<file path="src/rtl/npc_ctrl.sv">
// npc_ctrl: multi-cycle fetch/decode/execute/memory/writeback sequencer for the RV32 NPC core.
// Halts on ebreak, illegal opcode or request timeout; counts retired instructions.
module npc_ctrl #(
    parameter int          TIMEOUT     = 16,
    parameter int          RESET_HOLD  = 1,
    parameter logic [31:0] INSTRET_RST = 32'd0
) (
    input  logic        clk,
    input  logic        rst,
    output logic        inst_req_o,
    input  logic        inst_valid_i,
    input  logic [31:0] inst_i,
    output logic [31:0] inst_reg_o,
    output logic        mem_req_o,
    output logic        mem_we_o,
    input  logic        mem_ready_i,
    output logic        rf_we_o,
    output logic        pc_we_o,
    output logic        halt_o,
    output logic        ill_inst_o,
    output logic        bus_err_o,
    output logic [31:0] instret_o
);
    localparam logic [2:0] S_IDLE   = 3'd0;
    localparam logic [2:0] S_FETCH  = 3'd1;
    localparam logic [2:0] S_DECODE = 3'd2;
    localparam logic [2:0] S_EXEC   = 3'd3;
    localparam logic [2:0] S_MEM    = 3'd4;
    localparam logic [2:0] S_WB     = 3'd5;
    localparam logic [2:0] S_HALT   = 3'd6;
    localparam logic [6:0] OP_LUI    = 7'b0110111;
    localparam logic [6:0] OP_AUIPC  = 7'b0010111;
    localparam logic [6:0] OP_JAL    = 7'b1101111;
    localparam logic [6:0] OP_JALR   = 7'b1100111;
    localparam logic [6:0] OP_BRANCH = 7'b1100011;
    localparam logic [6:0] OP_LOAD   = 7'b0000011;
    localparam logic [6:0] OP_STORE  = 7'b0100011;
    localparam logic [6:0] OP_IMM    = 7'b0010011;
    localparam logic [6:0] OP_REG    = 7'b0110011;
    localparam int         CW        = $clog2(TIMEOUT + RESET_HOLD + 1);

    logic [2:0]    state_q, state_d;
    logic [CW-1:0] cnt_q, cnt_d;
    logic [31:0]   inst_q, inst_d;
    logic [31:0]   instret_q, instret_d;
    logic          ill_q, ill_d;
    logic          berr_q, berr_d;
    logic [6:0]    opc;
    logic          is_brk, legal, is_store, is_mem, tmo;

    assign opc      = inst_q[6:0];
    assign is_brk   = inst_q == 32'h00100073;
    // SYSTEM is legal only as ebreak; every other SYSTEM encoding is rejected
    assign legal    = is_brk || (opc inside {OP_LUI, OP_AUIPC, OP_JAL, OP_JALR, OP_BRANCH,
                                             OP_LOAD, OP_STORE, OP_IMM, OP_REG});
    assign is_store = opc == OP_STORE;
    assign is_mem   = is_store || opc == OP_LOAD;
    assign tmo      = cnt_q == CW'(TIMEOUT - 1);

    always_comb begin
        state_d   = state_q;
        cnt_d     = cnt_q;
        inst_d    = inst_q;
        instret_d = instret_q;
        ill_d     = ill_q;
        berr_d    = berr_q;
        case (state_q)
            S_IDLE: begin
                state_d = (cnt_q == CW'(RESET_HOLD - 1)) ? S_FETCH : S_IDLE;
                cnt_d   = (cnt_q == CW'(RESET_HOLD - 1)) ? '0 : cnt_q + 1'b1;
            end
            S_FETCH: begin
                if (inst_valid_i) begin
                    inst_d  = inst_i;
                    cnt_d   = '0;
                    state_d = S_DECODE;
                end else if (tmo) begin
                    berr_d  = 1'b1;
                    cnt_d   = '0;
                    state_d = S_HALT;
                end else begin
                    cnt_d = cnt_q + 1'b1;
                end
            end
            S_DECODE: begin
                ill_d   = !legal;
                state_d = (is_brk || !legal) ? S_HALT : S_EXEC;
            end
            S_EXEC: state_d = is_mem ? S_MEM : S_WB;
            S_MEM: begin
                if (mem_ready_i) begin
                    cnt_d   = '0;
                    state_d = S_WB;
                end else if (tmo) begin
                    berr_d  = 1'b1;
                    cnt_d   = '0;
                    state_d = S_HALT;
                end else begin
                    cnt_d = cnt_q + 1'b1;
                end
            end
            S_WB: begin
                instret_d = instret_q + 32'd1;
                state_d   = S_FETCH;
            end
            default: ;
        endcase
    end

    always_ff @(posedge clk) begin
        if (rst) begin
            state_q   <= S_IDLE;
            cnt_q     <= '0;
            inst_q    <= '0;
            instret_q <= INSTRET_RST;
            ill_q     <= 1'b0;
            berr_q    <= 1'b0;
        end else begin
            state_q   <= state_d;
            cnt_q     <= cnt_d;
            inst_q    <= inst_d;
            instret_q <= instret_d;
            ill_q     <= ill_d;
            berr_q    <= berr_d;
        end
    end

    assign inst_req_o = state_q == S_FETCH;
    assign mem_req_o  = state_q == S_MEM;
    assign mem_we_o   = mem_req_o && is_store;
    assign pc_we_o    = state_q == S_WB;
    assign rf_we_o    = pc_we_o && !(opc == OP_BRANCH || is_store) && inst_q[11:7] != 5'd0;
    assign halt_o     = state_q == S_HALT;
    assign inst_reg_o = inst_q;
    assign ill_inst_o = ill_q;
    assign bus_err_o  = berr_q;
    assign instret_o  = instret_q;
endmodule

</file>
<file path="config.mk">
export PLATFORM = sky130hd
export DESIGN_NAME = npc_ctrl
export DESIGN_NICKNAME = d
export VERILOG_FILES = /design/src/rtl/npc_ctrl.sv
export SDC_FILE = /design/constraint.sdc
export NUM_CORES = 1
export LEC_CHECK = 0
export CELL_PAD_IN_SITES_DETAIL_PLACEMENT = 2
export CELL_PAD_IN_SITES_GLOBAL_PLACEMENT = 2
export CORE_ASPECT_RATIO = 0.75
export CORE_MARGIN = 1.5
export CORE_UTILIZATION = 28
export CTS_CLUSTER_DIAMETER = 60
export CTS_CLUSTER_SIZE = 16
export DETAILED_ROUTE_END_ITERATION = 16
export PLACE_DENSITY_LB_ADDON = 0.2
export SYNTH_ARGS = -nofsm -noshare
export SYNTH_HDL_FRONTEND = slang
export SYNTH_SLANG_ARGS = --single-unit
</file>
<file path="constraint.sdc">
create_clock -name clk -period 4.3 [get_ports clk]
set_clock_uncertainty 0.2 [all_clocks]
set_input_delay 1.075 -clock clk [delete_from_list [all_inputs] [get_ports clk]]
set_output_delay 1.075 -clock clk [all_outputs]
set_load 0.005 [all_outputs]
</file>
# Word-level counts from Yosys, hierarchy flattened

Index checks and enable logic that the tools add are counted.
W data, S select, Z words.

Add/subtract/negate cells: 2
Eq/ne operators: 19
Muxes and demuxes: 16
Reduce and logical (&&, ||, !) cells: 18

Operators with widths:

| kind                    | number |
|---|---|
| $add A32 B1 Y32 const B | 1 |
| $eq A32 B21 Y1 const B  | 1 |
| $eq A7 B6 Y1 const B    | 3 |
| $eq A7 B7 Y1 const B    | 3 |
| $mux W5                 | 4 |
| $pmux W3 S6             | 1 |
| $pmux W5 S3             | 1 |
| $eq A7 B5 Y1 const B    | 2 |
| $mux W3                 | 4 |
| $eq A3 B3 Y1 const B    | 3 |
| $reduce_bool A9 Y1      | 1 |
| $eq A7 B2 Y1 const B    | 1 |
| $eq A3 B2 Y1 const B    | 2 |
| $reduce_bool A6 Y1      | 1 |
| $add A5 B1 Y5 const B   | 1 |
| $eq A5 B4 Y1 const B    | 1 |
| $logic_not A5 Y1        | 1 |
| $mux W1                 | 5 |
| $reduce_bool A5 Y1      | 1 |
| $logic_or A1 B1 Y1      | 4 |
| $ne A2 B2 Y1 const B    | 2 |
| $eq A3 B1 Y1 const B    | 1 |
| $logic_and A1 B1 Y1     | 3 |
| $logic_not A3 Y1        | 1 |
| 6 further kinds         | 7 |

Flip-flop bits (word level): 74
Input port bits: 36

# Logic depth before layout (Yosys ltp)

Depth in word-level cells: 7
Gate-level depth with buffers: 8

# Least setup slack after synthesis

No wires, ideal clock.

Path type: reg-to-output
From: register inst_q[0], in the netlist inst_reg_o[0]
To: output mem_we_o
Arrival time: 1.174 ns
Data required time: 3.025 ns
Path slack: 1.851 ns
Cell stages (with the launch flop): 4
Path through: dfxtp_1 nor4bb_1 nand2_1 nor4b_1

Longest elaborated chain between the ends: 2

Ends and longest elaborated chain:

| element                | line | source |
|---|---|---|
| start, declared        | 44   | `logic [31:0] inst_q, inst_d;` |
| start signal, assigned | 121  | `inst_q <= inst_d;` |
| $eq A7 B6 Y1           | 56   | `assign is_store = opc == OP_STORE;` |
| $logic_and A1 B1 Y1    | 130  | `assign mem_we_o = mem_req_o && is_store;` |
| end, declared          | 15   | `output logic mem_we_o,` |

No other way between the ends.

# Worst setup path after layout

Ends and elaborated chain as after synthesis.

==> results.py <==
metrics = {
    "placement": {
        "place_congestion": 0.7100,
        "port_buffers": 107,
        "dpl.cell_count": 667,
        "pre_cts_ws_ps": 1048,
        "dpl.hpwl_um": 8285,
    },
    "logic_synthesis": {
        "ys_seq_area_share_pct": 43.61,
        "avgSynthCellArea_sq_um": 8.069,
        "async_reset_ff_share_pct": 0,
        "synth_edf_count": 0,
        "synthCells": 421,
        "synthesis.area_sq_um": 3397,
        "syn_nets": 462,
        "synth_seq_cells": 74,
        "yosys_warnings": 0,
        "synthDistinctLibCells": 45,
        "synth_ff_type": "dfxtp_1",
    },
    "sta": {
        "max_freq_ghz": 0.2782,
        "finalCriticalPeriod_ps": 3594,
        "worst_slack_ps": 706.1,
        "setup_violations": 0,
        "post-route-period-util_pct": 83.58,
        "worstMarginPinSlew_ps": 1147,
        "drv_slew": 0,
        "fin_setup_tns_ps": 0,
        "maxSlewHeadroom_pct": 23.35,
        "final-hold-violation-count": 0,
        "rsz0062_at_grt": "false",
    },
    "detailed_routing": {
        "drt_wl_total_um": 11520,
        "ant_nets": 0,
        "wl_per_cell_um": 16.89,
        "drt_first_pass_iters": 4,
        "drc": 0,
        "viasPerCell": 5.128,
        "drt_iter0_drc": 114,
        "vias": 3497,
    },
    "floorplan": {
        "die_h_um": 98.39,
        "dieArea_sq_um": 12810,
        "core_area_sq_um": 11700,
        "start_util_pct": 29.04,
        "ios": 108,
        "rows": 34,
        "die_w_um": 130.2,
    },
    "worst_setup_path": {
        "timing.rr.start": "state_q[2]",
        "ff2ff_path_depth": 4,
        "start_kind": "flip-flop",
        "r2r_end": "instret_o[16]",
        "end_kind": "primary output",
        "rrSetupSlack_ps": 1710,
        "slowest_delay_ps": 570,
        "crit_family": "simple AND/OR/NAND/NOR gates",
        "slowest_stage": "nor4bb_1",
        "worstPathMaxFanout": 4,
        "cp_num_buf_inv": 1,
        "arrival_ps": 2320,
        "critPathKind": "flip-flop to primary output",
        "required_ps": 3020,
        "crit_chain": "nor4bb_1 > nand2_1 > nor4b_1 > clkdlybuf4s50_1",
    },
    "cts": {
        "post-cts-setup-buffers": 0,
        "cts_hold_buf": 0,
        "cts_made_buffers": 9,
        "clk_path_buf_depth": 2,
        "cts_tree": "yes",
        "cts_resized": 0,
        "path_clk_slew_ps": 50,
        "h-tree-depth": 3,
        "clockRootBuffer": "clkbuf_16",
        "clock_latency_ps": 330,
        "clock_sinks": 74,
    },
    "cells_and_area": {
        "antenna_cells": 0,
        "fin_cells": 682,
        "area_growth_pct": 42.36,
        "drive_above_1_share_pct": 4.423,
        "nFillCells": 1308,
        "nets": 557,
        "utilization_pct": 41.34,
    },
    "pwr": {
        "switching_share_pct": 30.49,
        "power_density_nw_per_um2": 404.2,
        "ir_drop_v": 0.0001704,
        "p_int_uw": 1359,
        "p_switching_uw": 596.1,
        "fin_total_pwr_uw": 1955,
        "seqPwrFrac_pct": 42.9,
        "p_clk_share_pct": 33.8,
        "p_comb_share_pct": 23.2,
        "p_leak_uw": 0.001598,
    },
    "worst_hold_path": {
        "hp-class": "flip-flop to flip-flop",
        "hold_path_startpoint": "inst_reg_o[17]",
        "hold_depth": 2,
        "hold_end": "inst_reg_o[17]",
    },
    "global_route": {
        "antenna_found_initial": 0,
        "grt_pass1_vias": 3800,
        "grt_usage_pct": 19.20,
        "grt_max_degree": 33,
        "grt_pass1_wl_um": 19510,
        "grt_overflow": 0,
    },
    "status": {
        "status": "complete, no violations",
    },
    "flow_run": {
        "cap_violations": 0,
    },
}
-- cell families after synthesis --
logic type	synth area share, %
AO/OA/AOI/OAI	17.64
XOR/XNOR	2.836
adder cells (fa/ha/maj)	1.842
buffers and inverters	4.420
flip-flops	43.61
multiplexers	0.3315
AND/OR/NAND/NOR	29.32
-- power groups by stage --
stage | registers (uW) | logic, uW | clock network, uW
after floorplan | 815 | 266 | 0
after global placement | 849 | 446 | 0
after detailed placement | 854 | 459 | 0
after CTS | 840 | 465 | 686
after global routing | 853 | 509 | 714
final | 839 | 454 | 662
-- layer usage --
layer	global-route usage (%)	vias up	wire, um
li1	-	1692	-
met1	23.26	1714	5119
met2	31.38	78	5372
met3	7.726	13	893
met4	5.299	0	131
met5	0	-	0
-- final cells by class --
cell class	count	area (sq um)	area share [%]
tap	162	202.7	4.191
clock inverter	4	20.02	0.4140
clock buffer	11	232.7	4.812
multi-input combinational	310	1765	36.51
sequential	74	1481	30.63
timing repair buffer	111	1096	22.66
inverter	10	37.54	0.7762
-- registers in the layout, indices dropped and copies added, names as in the netlist --
signal,cells
cnt_q,5
instret_o,32
inst_reg_o,32
bus_err_o,1
ill_inst_o,1
state_q,3
-- how the worst max path moves through the flow --
| stage | startpoint | to | slack (ps) | depth (start not counted) |
|---|---|---|---|---|
| 2_1_floorplan | inst_reg_o[0] | mem_we_o | 1850 | 3 |
| 3_3_place_gp | inst_reg_o[0] | mem_we_o | 1230 | 4 |
| 3_5_place_dp | inst_reg_o[0] | mem_we_o | 1050 | 4 |
| 4_1_cts | inst_reg_o[0] | mem_we_o | 680 | 4 |
| 5_1_grt | inst_reg_o[0] | mem_we_o | 530 | 4 |
| 6_report | inst_reg_o[0] | mem_we_o | 710 | 4 |
-- synthesized netlist by cell type (2+ instances only) --
cell type | number | area, sq um
nand2_1 | 84 | 315.3
dfxtp_1 | 74 | 1481
a21oi_1 | 64 | 320.3
clkbuf_1 | 23 | 86.33
nor2_1 | 21 | 78.83
o31ai_1 | 18 | 135.1
or4_1 | 17 | 127.6
inv_1 | 10 | 37.54
nand3_1 | 10 | 50.05
nand4_1 | 10 | 62.56
o21ai_0 | 7 | 35.03
or3_1 | 7 | 43.79
xor2_1 | 6 | 52.55
and3_1 | 5 | 31.28
and4_1 | 5 | 43.79
ha_1 | 5 | 62.56
nor3_1 | 5 | 25.02
nor4_1 | 5 | 31.28
xnor2_1 | 5 | 43.79
nand2b_1 | 4 | 25.02
nor3b_1 | 3 | 22.52
nor4b_1 | 3 | 26.28
a21boi_0 | 2 | 15.01
and2_1 | 2 | 12.51
buf_1 | 2 | 7.510
nand3b_1 | 2 | 15.01
nor4bb_1 | 2 | 20.02
o21bai_1 | 2 | 15.01
or3b_2 | 2 | 17.52
-- worst reg2reg max path, delay by kind of cell, from the launching register on --
kind               cells  cell delay, ps
AOI/OAI and AO/OA      1             170
DFF                    1             710
and+or+nand+nor        3            1440
-- cell usage in the layout, fill, tap and decap left out, types with 3 or more instances in the layout --
master           instances
clkdlybuf4s50_1        106
nand2_1                 84
dfxtp_1                 74
a21oi_1                 64
nor2_1                  21
o31ai_1                 18
or4_1                   17
inv_1                   10
nand3_1                 10
nand4_1                 10
clkbuf_16                9
o21ai_0                  7
or3_1                    7
xor2_1                   6
nor3_1                   5
and3_1                   5
xnor2_1                  5
and4_1                   5
nor4_1                   5
ha_1                     5
nand2b_1                 4
clkinv_2                 4
buf_4                    4
nor3b_1                  3
nor4b_1                  3
-- stage by stage --
stage / hold WS (ps) / instance area, sq um
final: 280.1 / 4836
after CTS: 287.4 / 4836
after detailed placement: 267.1 / 4583
after global placement: 251.8 / 4583
after floorplan: 260.4 / 3397
after global routing: 310.1 / 4836
Note: power is estimated with default switching activity, not from simulation.
